[config.mk]
export PLATFORM = sky130hd
export DESIGN_NAME = rf_frame_serializer
export DESIGN_NICKNAME = d
export VERILOG_FILES = /design/src/rtl/fec_pkg.sv /design/src/rtl/rf_bit_timer.sv /design/src/rtl/rf_frame_serializer.sv
export SDC_FILE = /design/constraint.sdc
export NUM_CORES = 1
export LEC_CHECK = 0
export BUFFER_PORTS_ARGS = -buffer_cell sky130_fd_sc_hd__buf_2
export CORE_MARGIN = 2
export CORE_UTILIZATION = 57
export CTS_BUF_LIST = sky130_fd_sc_hd__clkbuf_4
export DETAILED_ROUTE_END_ITERATION = 6
export PLACE_DENSITY = 0.84
export SETUP_SLACK_MARGIN = 0.5
export SLEW_MARGIN = 40
export SYNTH_ARGS = -nofsm -noshare
export SYNTH_HDL_FRONTEND = slang
export SYNTH_SLANG_ARGS = --single-unit
[constraint.sdc]
create_clock -name clk -period 4.5 [get_ports clk]
set_input_delay 0.9 -clock clk [delete_from_list [all_inputs] [get_ports clk]]
set_output_delay 0.9 -clock clk [all_outputs]
set_load 0.03 [all_outputs]
[src/rtl/fec_pkg.sv]
// Shared FEC/RF definitions: serializer state encoding, sync word and frame format geometry.
package fec_pkg;

  typedef enum logic [1:0] {
    SER_IDLE = 2'd0,
    SER_SYNC = 2'd1,
    SER_FLAG = 2'd2,
    SER_DATA = 2'd3
  } ser_state_e;

  localparam int                     RF_SYNC_WIDTH = 8;
  localparam logic [RF_SYNC_WIDTH-1:0] RF_SYNC_WORD = 8'hD5;

  localparam int RF_FMT0_BITS = 80;
  localparam int RF_FMT1_BITS = 24;
  localparam int RF_FMT1_ROWS = 4;
  localparam int RF_FMT1_COLS = 6;

endpackage

[src/rtl/rf_bit_timer.sv]
// Bit-period timer: counts CLKS_PER_BIT cycles while enabled and flags the last cycle of each bit.
module rf_bit_timer #(
  parameter int CLKS_PER_BIT = 4
) (
  input  logic clk,
  input  logic rst_n,
  input  logic en,
  output logic bit_tick
);

  localparam int CNT_W = (CLKS_PER_BIT > 1) ? $clog2(CLKS_PER_BIT) : 1;

  logic [CNT_W-1:0] cnt;

  assign bit_tick = en && (cnt == CNT_W'(CLKS_PER_BIT - 1));

  // Held at zero while disabled so every frame starts on a full bit period.
  always_ff @(posedge clk or negedge rst_n) begin
    if (!rst_n) begin
      cnt <= '0;
    end else if (!en || bit_tick) begin
      cnt <= '0;
    end else begin
      cnt <= cnt + CNT_W'(1);
    end
  end

endmodule

[src/rtl/rf_frame_serializer.sv]
// Captures one scrambled frame and shifts it out as sync word, format flag, then LSB-first payload.
module rf_frame_serializer
  import fec_pkg::*;
#(
  parameter int                    DATA_WIDTH   = 10,
  parameter int                    DATA_DEPTH   = 8,
  parameter int                    CLKS_PER_BIT = 4,
  parameter int                    SYNC_WIDTH   = RF_SYNC_WIDTH,
  parameter logic [SYNC_WIDTH-1:0] SYNC_WORD    = RF_SYNC_WORD
) (
  input  logic                                  clk,
  input  logic                                  rst_n,
  input  logic                                  frame_valid,
  output logic                                  frame_ready,
  input  logic                                  enc_used,
  input  logic [DATA_DEPTH-1:0][DATA_WIDTH-1:0] par_in,
  output logic                                  tx_bit,
  output logic                                  tx_en,
  output logic                                  busy,
  output logic                                  done
);

  localparam logic [1:0] IDLE = SER_IDLE;
  localparam logic [1:0] SYNC = SER_SYNC;
  localparam logic [1:0] FLAG = SER_FLAG;
  localparam logic [1:0] DATA = SER_DATA;

  localparam int FMT0_BITS = DATA_DEPTH * DATA_WIDTH;
  localparam int MAX_BITS  = (SYNC_WIDTH > FMT0_BITS) ? SYNC_WIDTH : FMT0_BITS;
  localparam int BIT_W     = (MAX_BITS > 1) ? $clog2(MAX_BITS) : 1;
  localparam int ROW_W     = (DATA_DEPTH > 1) ? $clog2(DATA_DEPTH) : 1;
  localparam int COL_W     = (DATA_WIDTH > 1) ? $clog2(DATA_WIDTH) : 1;

  logic [1:0]                            state;
  logic [BIT_W-1:0]                      bit_idx;
  logic [ROW_W-1:0]                      row;
  logic [COL_W-1:0]                      col;
  logic                                  done_q;
  logic [DATA_DEPTH-1:0][DATA_WIDTH-1:0] frame_q;
  logic                                  fmt_q;
  logic [SYNC_WIDTH-1:0]                 sync_sh;
  logic                                  accept;
  logic                                  bit_tick;
  logic [BIT_W-1:0]                      last_bit;
  logic [COL_W-1:0]                      last_col;

  assign accept   = frame_valid && (state == IDLE);
  assign last_bit = fmt_q ? BIT_W'(RF_FMT1_BITS - 1) : BIT_W'(FMT0_BITS - 1);
  assign last_col = fmt_q ? COL_W'(RF_FMT1_COLS - 1) : COL_W'(DATA_WIDTH - 1);

  rf_bit_timer #(
    .CLKS_PER_BIT(CLKS_PER_BIT)
  ) u_bit_timer (
    .clk     (clk),
    .rst_n   (rst_n),
    .en      (state != IDLE),
    .bit_tick(bit_tick)
  );

  always_ff @(posedge clk or negedge rst_n) begin
    if (!rst_n) begin
      state   <= IDLE;
      bit_idx <= '0;
      row     <= '0;
      col     <= '0;
      done_q  <= 1'b0;
    end else begin
      done_q <= 1'b0;
      case (state)
        IDLE: begin
          if (accept) begin
            state   <= SYNC;
            bit_idx <= '0;
            row     <= '0;
            col     <= '0;
          end
        end
        SYNC: begin
          if (bit_tick) begin
            if (bit_idx == BIT_W'(SYNC_WIDTH - 1)) begin
              state   <= FLAG;
              bit_idx <= '0;
            end else begin
              bit_idx <= bit_idx + BIT_W'(1);
            end
          end
        end
        FLAG: begin
          if (bit_tick) state <= DATA;
        end
        DATA: begin
          if (bit_tick) begin
            if (bit_idx == last_bit) begin
              state   <= IDLE;
              done_q  <= 1'b1;
              bit_idx <= '0;
              row     <= '0;
              col     <= '0;
            end else begin
              bit_idx <= bit_idx + BIT_W'(1);
              // Short format drops the upper columns, so the row steps early.
              if (col == last_col) begin
                col <= '0;
                row <= row + ROW_W'(1);
              end else begin
                col <= col + COL_W'(1);
              end
            end
          end
        end
        default: state <= IDLE;
      endcase
    end
  end

  // Frame data is only consumed outside IDLE, after a capture, so it carries no reset.
  always_ff @(posedge clk) begin
    if (accept) begin
      frame_q <= par_in;
      fmt_q   <= enc_used;
      sync_sh <= SYNC_WORD;
    end else if ((state == SYNC) && bit_tick) begin
      sync_sh <= sync_sh << 1;
    end
  end

  always_comb begin
    tx_bit = 1'b1;
    case (state)
      SYNC:    tx_bit = sync_sh[SYNC_WIDTH-1];
      FLAG:    tx_bit = fmt_q;
      DATA:    tx_bit = frame_q[row][col];
      default: tx_bit = 1'b1;
    endcase
  end

  assign tx_en       = (state != IDLE);
  assign busy        = (state != IDLE);
  assign frame_ready = (state == IDLE);
  assign done        = done_q;

endmodule
==> metrics.yaml, run 1 <==
setup_path:
  max_stage_delay_ns: 0.57
  cp-startpoint: "row[0]$_DFFE_PN0P_"
  start_kind: "flip-flop"
  endpoint_kind: "primary output"
  r2r-start: "state[0]$_DFFE_PN0P_"
  cp.arrival_ns: 2.90
  critPathRequiredTime_ns: 3.60
  worstSetupPathType: "reg2out"
  crit_fanout: 21
  crit_top_cell: "mux4_2"
  worst_path_max_delay_cell: "mux4_2"
  critical_path.cell_chain: "buf_4, mux4_2, mux4_2, o211ai_1, o21ai_0, buf_2"
  r2r_end: "frame_q[33]$_DFFE_PP_"
  ff2ff_path_depth: 5
  r2r_setup_slack_ns: 1.96
global_routing:
  grt_pass1_vias: 2904
  overflow: 0
  antenna_found_initial: 0
  grt_max_degree: 44
  grt_pass1_wl_um: 14010
  grt_usage: 0.2168
timing:
  setup_violations: 0
  finalWorstSetupSlack_ns: 0.7028
  grt_setup_unrepaired: "no"
  setup_tns_ns: 0
  slew_headroom: 0.4418
  period_share: 0.8438
  maxSlewViolCount: 0
  skew_ns: 0.01608
  finalCriticalPeriod_ns: 3.797
  clock.fmax_ghz: 0.2634
  tightest_slew_ns: 0.8374
  hold_viol: 0
layout:
  nNetsFinal: 468
  antennaDiodeCount: 0
  layout-drive-gt1-share: 0.3684
  area_delta_synth_final_pct: 15.17
  utilization: 0.6773
yosys:
  synth_edf_count: 81
  yosysWarnings: 0
  synth_fp_nets: 378
  yosysSeqAreaShare: 0.6751
  yosysMostFrequentCell: "edfxtp_1"
  ys_top_cells_by_area: "edfxtp_1 54%, dfrtp_1 10%, mux4_2 9.9%, dfxtp_1 3.5%, ha_1 2.5%"
  synthCells: 285
  ys.flop_type: "edfxtp_1"
  synth_cell_types: 48
  async_flop_share: 0.1759
  synth_top_area_share: 0.5352
  netlist_area_sq_um: 4544
  ys_ff_latch: 108
  netlist_top_cells_count: "81 x edfxtp_1, 22 x nand2_1, 20 x mux4_2"
  syn_area_per_cell_sq_um: 15.95
  yosys.area.top_type: "edfxtp_1"
detailed_routing:
  drt_wl_total_um: 8613
  routedWlPerCell_um: 17.87
  drt_iter0_drc: 169
  drt-pass1-iter-count: 4
  vias: 2735
  drc_errors: 0
  drt-vias-per-instance: 5.674
  ant_nets: 0
clocking:
  holdBufCountCts: 0
  cts.sinks: 108
  post_cts_buffers: 0
  clkLatencyLatePin_ns: 0.48
  clk_pin_slew_ns: 0.16
  ctsResizeCount: 0
  tritoncts: "yes"
  cts_made_buffers: 9
  cts_max_path_buffers: 2
  htreeDepth: 3
  clockRootBuffer: "clkbuf_4"
placement:
  pre_cts_slack_ns: 1.236
  numPortBuffers: 88
  place_hpwl_um: 6074
  gp_congestion: 0.8373
power_and_ir_drop:
  pwr_density_cell_nw_per_um2: 524.2
  intPower_uw: 1822
  p_comb_frac: 0.295
  p_total_uw: 2744
  switching_share: 0.3359
  pwr-share-seq: 0.515
  p_leak_uw: 0.002015
  clkPwrFrac: 0.190
  ir_worst_vdd_uv: 314.6
  p_sw_uw: 921.6
floorplan:
  top_level_ports: 89
  die_area_sq_um: 8703
  dieHeight_um: 93.29
  initial_utilization: 0.5881
  num_rows: 32
  die_x_um: 93.29
  core_sq_um: 7727
run_status:
  outcome: "finished clean"
min_path:
  hold_path_class: "in2async"
run:
  maxCapViolCount: 0
-- flip-flops by register name (all words and copies together), names as in the netlist --
register / count
bit_idx: 7
col: 4
done: 1
fmt_q: 1
frame_q: 80
row: 3
state: 2
sync_sh: 8
u_bit_timer.cnt: 2
-- per-layer routing --
metal,up-vias,global-route usage,wire length (um)
met5,-,0,0
met4,0,0.06740,127
met3,13,0.05399,460
met2,95,0.3771,4569
met1,1336,0.2684,3454
li1,1291,-,-
-- cells in the final DEF, fill, tap and decap left out, types with 3 or more instances in the layout --
master / instances
o21ai_1: 4
o21ai_0: 8
nand2_1: 22
nor2_1: 6
a21oi_1: 6
buf_2: 88
edfxtp_1: 81
and3_1: 4
a22oi_1: 5
nor2b_1: 7
ha_1: 9
a22o_1: 7
inv_1: 7
mux2_2: 5
dfxtp_1: 8
nor3b_1: 3
dfrtp_1: 19
nand3_1: 15
clkbuf_4: 10
nor3_1: 3
buf_4: 3
mux4_2: 20
-- worst max-delay path: cells and delay by family (launching register included) --
family / cells / cell delay, ns
buf+inv: 2 / 0.58
flops: 1 / 0.43
compound gates: 2 / 0.34
mux: 2 / 1.07
-- through the flow --
step / instance area [sq um] / hold WS (ns) / std cells
2_1_floorplan: 4544 / 0.4085 / 285
3_3_place_gp: 5077 / 0.4221 / 466
3_5_place_dp: 5077 / 0.4365 / 466
4_1_cts: 5231 / 0.3330 / 482
5_1_grt: 5234 / 0.3688 / 482
6_report: 5234 / 0.3509 / 482
-- area by class of cell --
| type | instances | area, sq um |
|---|---|---|
| Inverter | 8 | 31.28 |
| Fill cell | 530 | 2494 |
| Sequential cell | 108 | 3068 |
| Clock inverter | 6 | 78.83 |
| Tap cell | 102 | 127.6 |
| Clock buffer | 10 | 75.07 |
| Multi-Input combinational cell | 157 | 1390 |
| Timing Repair Buffer | 91 | 462.9 |
-- power groups by stage --
stage          Combinational (uW)  Clock, uW  Sequential [uW]
2_1_floorplan                 632          0             1380
3_3_place_gp                  763          0             1420
3_5_place_dp                  804          0             1440
4_1_cts                       808        534             1420
5_1_grt                       891        564             1440
6_report                      809        521             1410
-- kinds of logic (layout without fill, tap and decap cells) --
family | after synthesis | after routing | share of synthesized area
flops | 108 | 108 | 0.6751
simple gates | 72 | 72 | 0.08398
compound gates | 48 | 48 | 0.07737
mux | 28 | 28 | 0.1192
buf+inv | 20 | 115 | 0.01955
fa+ha+maj | 9 | 9 | 0.02478
-- how the worst max path moves through the flow --
stage | end | slack (ns) | cells past startpoint
6_report | tx_bit | 0.70 | 6
5_1_grt | tx_bit | 0.56 | 6
4_1_cts | tx_bit | 0.68 | 6
3_5_place_dp | tx_bit | 1.24 | 6
3_3_place_gp | tx_bit | 1.30 | 6
2_1_floorplan | fmt_q$_DFFE_PP_ | 1.12 | 5
(Power assumes the default switching activity.)
==> inputs of run 2 (changes only) <==
==> constraint.sdc (replaced) <==
create_clock -name clk -period 3.9 [get_ports clk]
set_input_delay 0.78 -clock clk [delete_from_list [all_inputs] [get_ports clk]]
set_output_delay 0.78 -clock clk [all_outputs]
set_load 0.03 [all_outputs]
==> run 2 against run 1 <==
Effect of this change: via count rose by 2.0%; combinational power is 19% higher; sequential power grew 15%; non-clock buffer count increased by 3; register-to-register slack worse by 0.47 ns; largest cell class unchanged.
==> metrics.yaml, run 2 (same netlist as run 1, synthesis figures left out) <==
detailed_routing:
  drt-vias-per-instance: 5.755
  ant_nets: 0
  drt_iter0_drc: 229
  drc_errors: 0
  vias: 2791
  drt-pass1-iter-count: 5
  routedWlPerCell_um: 17.04
  drt_wl_total_um: 8262
setup_path:
  worstSetupPathType: "reg2out"
  start_kind: "flip-flop"
  endpoint_kind: "primary output"
  critical_path.cell_chain: "buf_4, clkbuf_16, mux4_2, a22oi_2, a311oi_1, a32oi_2, o21ai_1, buf_4"
  max_stage_delay_ns: 0.50
  crit_top_cell: "buf_4"
  ff2ff_path_depth: 6
  crit_fanout: 10
  cp.arrival_ns: 2.58
  critPathRequiredTime_ns: 3.12
  worst_path_max_delay_cell: "dfrtp_2"
timing:
  maxSlewViolCount: 0
  setup_violations: 0
  grt_setup_unrepaired: "yes"
  clock.fmax_ghz: 0.2972
  slew_headroom: 0.4696
  setup_tns_ns: 0
  period_share: 0.8627
  finalWorstSetupSlack_ns: 0.5355
  skew_ns: 0.01381
  tightest_slew_ns: 0.7939
  hold_viol: 0
  finalCriticalPeriod_ns: 3.365
placement:
  place_hpwl_um: 5663
  numPortBuffers: 88
  placed_cells: 465
  gp_congestion: 0.8477
  pre_cts_slack_ns: 0.7995
power_and_ir_drop:
  ir_worst_vdd_uv: 320.4
  intPower_uw: 2075
  p_sw_uw: 1084
  p_comb_frac: 0.305
  pwr_density_cell_nw_per_um2: 593.1
  clkPwrFrac: 0.181
  p_leak_uw: 0.002039
  switching_share: 0.3431
  pwr-share-seq: 0.514
run_status:
  outcome: "finished clean"
floorplan:
  dieHeight_um: 93.29
  die_area_sq_um: 8703
  initial_utilization: 0.5881
  die_x_um: 93.29
  top_level_ports: 89
  core_sq_um: 7727
  num_rows: 32
global_routing:
  overflow: 0
  grt_pass1_vias: 2668
  grt_max_degree: 61
  grt_usage: 0.1918
  grt_pass1_wl_um: 12660
  antenna_found_initial: 0
layout:
  seqCellArea_sq_um: 3070
  nNetsFinal: 471
  multi_input_area_sq_um: 1400
  layout-drive-gt1-share: 0.3812
  stdcell_count: 485
  top_regs: "frame_q: 80 flops, sync_sh: 8 flops, bit_idx: 7 flops"
  area_delta_synth_final_pct: 17.18
  layout_commonest_cell: "buf_2"
  fillCellCount: 509
  antennaDiodeCount: 0
  regMostFlops: "frame_q"
  largest_reg_flops: 80
  final_cell_mix: "87 x buf_2, 81 x edfxtp_1, 22 x nand2_1, 20 x mux4_2, 17 x dfrtp_1"
clocking:
  clkLatencyLatePin_ns: 0.47
  tritoncts: "yes"
  cts_made_buffers: 9
  htreeDepth: 3
  clockRootBuffer: "clkbuf_4"
  holdBufCountCts: 0
  cts.sinks: 108
  cts_max_path_buffers: 2
  clk_pin_slew_ns: 0.18
min_path:
  hold_path_class: "in2async"
run:
  maxCapViolCount: 0
-- run 2: changes by cell type in the layout (fill, tap and decap cells not counted), moves of 2 or more --
cell,change
buf_12,+2
clkbuf_16,+2
dfrtp_1,-2
dfrtp_2,+2
inv_6,-2
inv_8,+3
-- run 2: layout make-up --
class | instances | area share
flip-flops and latches | 108 | 0.5766
multi-input cells | 157 | 0.2629
repair buffers | 94 | 0.1029
well taps | 102 | 0.02397
clock inverters | 7 | 0.01504
clock buffers | 9 | 0.01269
inverters | 8 | 0.005874
-- run 2: path summary, 6_finish.rpt --
path	to	startpoint	slack, ns
max in group asynchronous	row[1]$_DFFE_PN0P_	rst_n	3.36
min in group clk	sync_sh[0]$_SDFFE_PP1P_	sync_sh[0]$_SDFFE_PP1P_	0.45
worst min-delay path	col[0]$_DFFE_PN0P_	rst_n	0.23
worst max register to register	state[1]$_DFFE_PN0P_	state[0]$_DFFE_PN0P_	1.49
worst max-delay path	tx_bit	row[0]$_DFFE_PN0P_	0.54
worst min register to register	sync_sh[0]$_SDFFE_PP1P_	sync_sh[0]$_SDFFE_PP1P_	0.45
-- run 2: per-layer routing --
layer | vias up | track usage | routed length [um]
met3 | 11 | 0.05882 | 605
met5 | - | 0 | 0
li1 | 1301 | - | -
met2 | 115 | 0.3171 | 4250
met1 | 1364 | 0.2583 | 3317
met4 | 0 | 0.03186 | 89
-- run 2: timing repair --
action	CTS	global route
endpoints found under the setup margin	1	1
buffers inserted	1	1
gates resized for setup	5	4
gates cloned	0	2
pin swaps	0	1
-- run 2: worst max-delay path, delay by kind of cell, from the launching register on --
kind            cells  cell delay, ns
buf+inv             3            0.51
flops               1            0.50
compound gates      4            0.77
mux                 1            0.33
-- run 2: power groups by stage --
stage               registers [uW]  clock network [uW]  logic, uW
finish                        1620                 572        963
global route                  1650                 636       1050
CTS                           1620                 591        921
detailed placement            1650                   0        915
global placement              1640                   0        884
floorplan                     1590                   0        729
-- run 2: per-stage QoR --
stage	total power [uW]	utilization	hold WS (ns)	area [sq um]
3_3_place_gp	2522	0.6577	0.4202	5082
4_1_cts	3134	0.6797	0.2231	5253
2_1_floorplan	2321	-	0.4085	4544
6_report	3158	0.6891	0.2255	5325
5_1_grt	3338	0.6891	0.2182	5325
3_5_place_dp	2563	0.6577	0.4345	5082
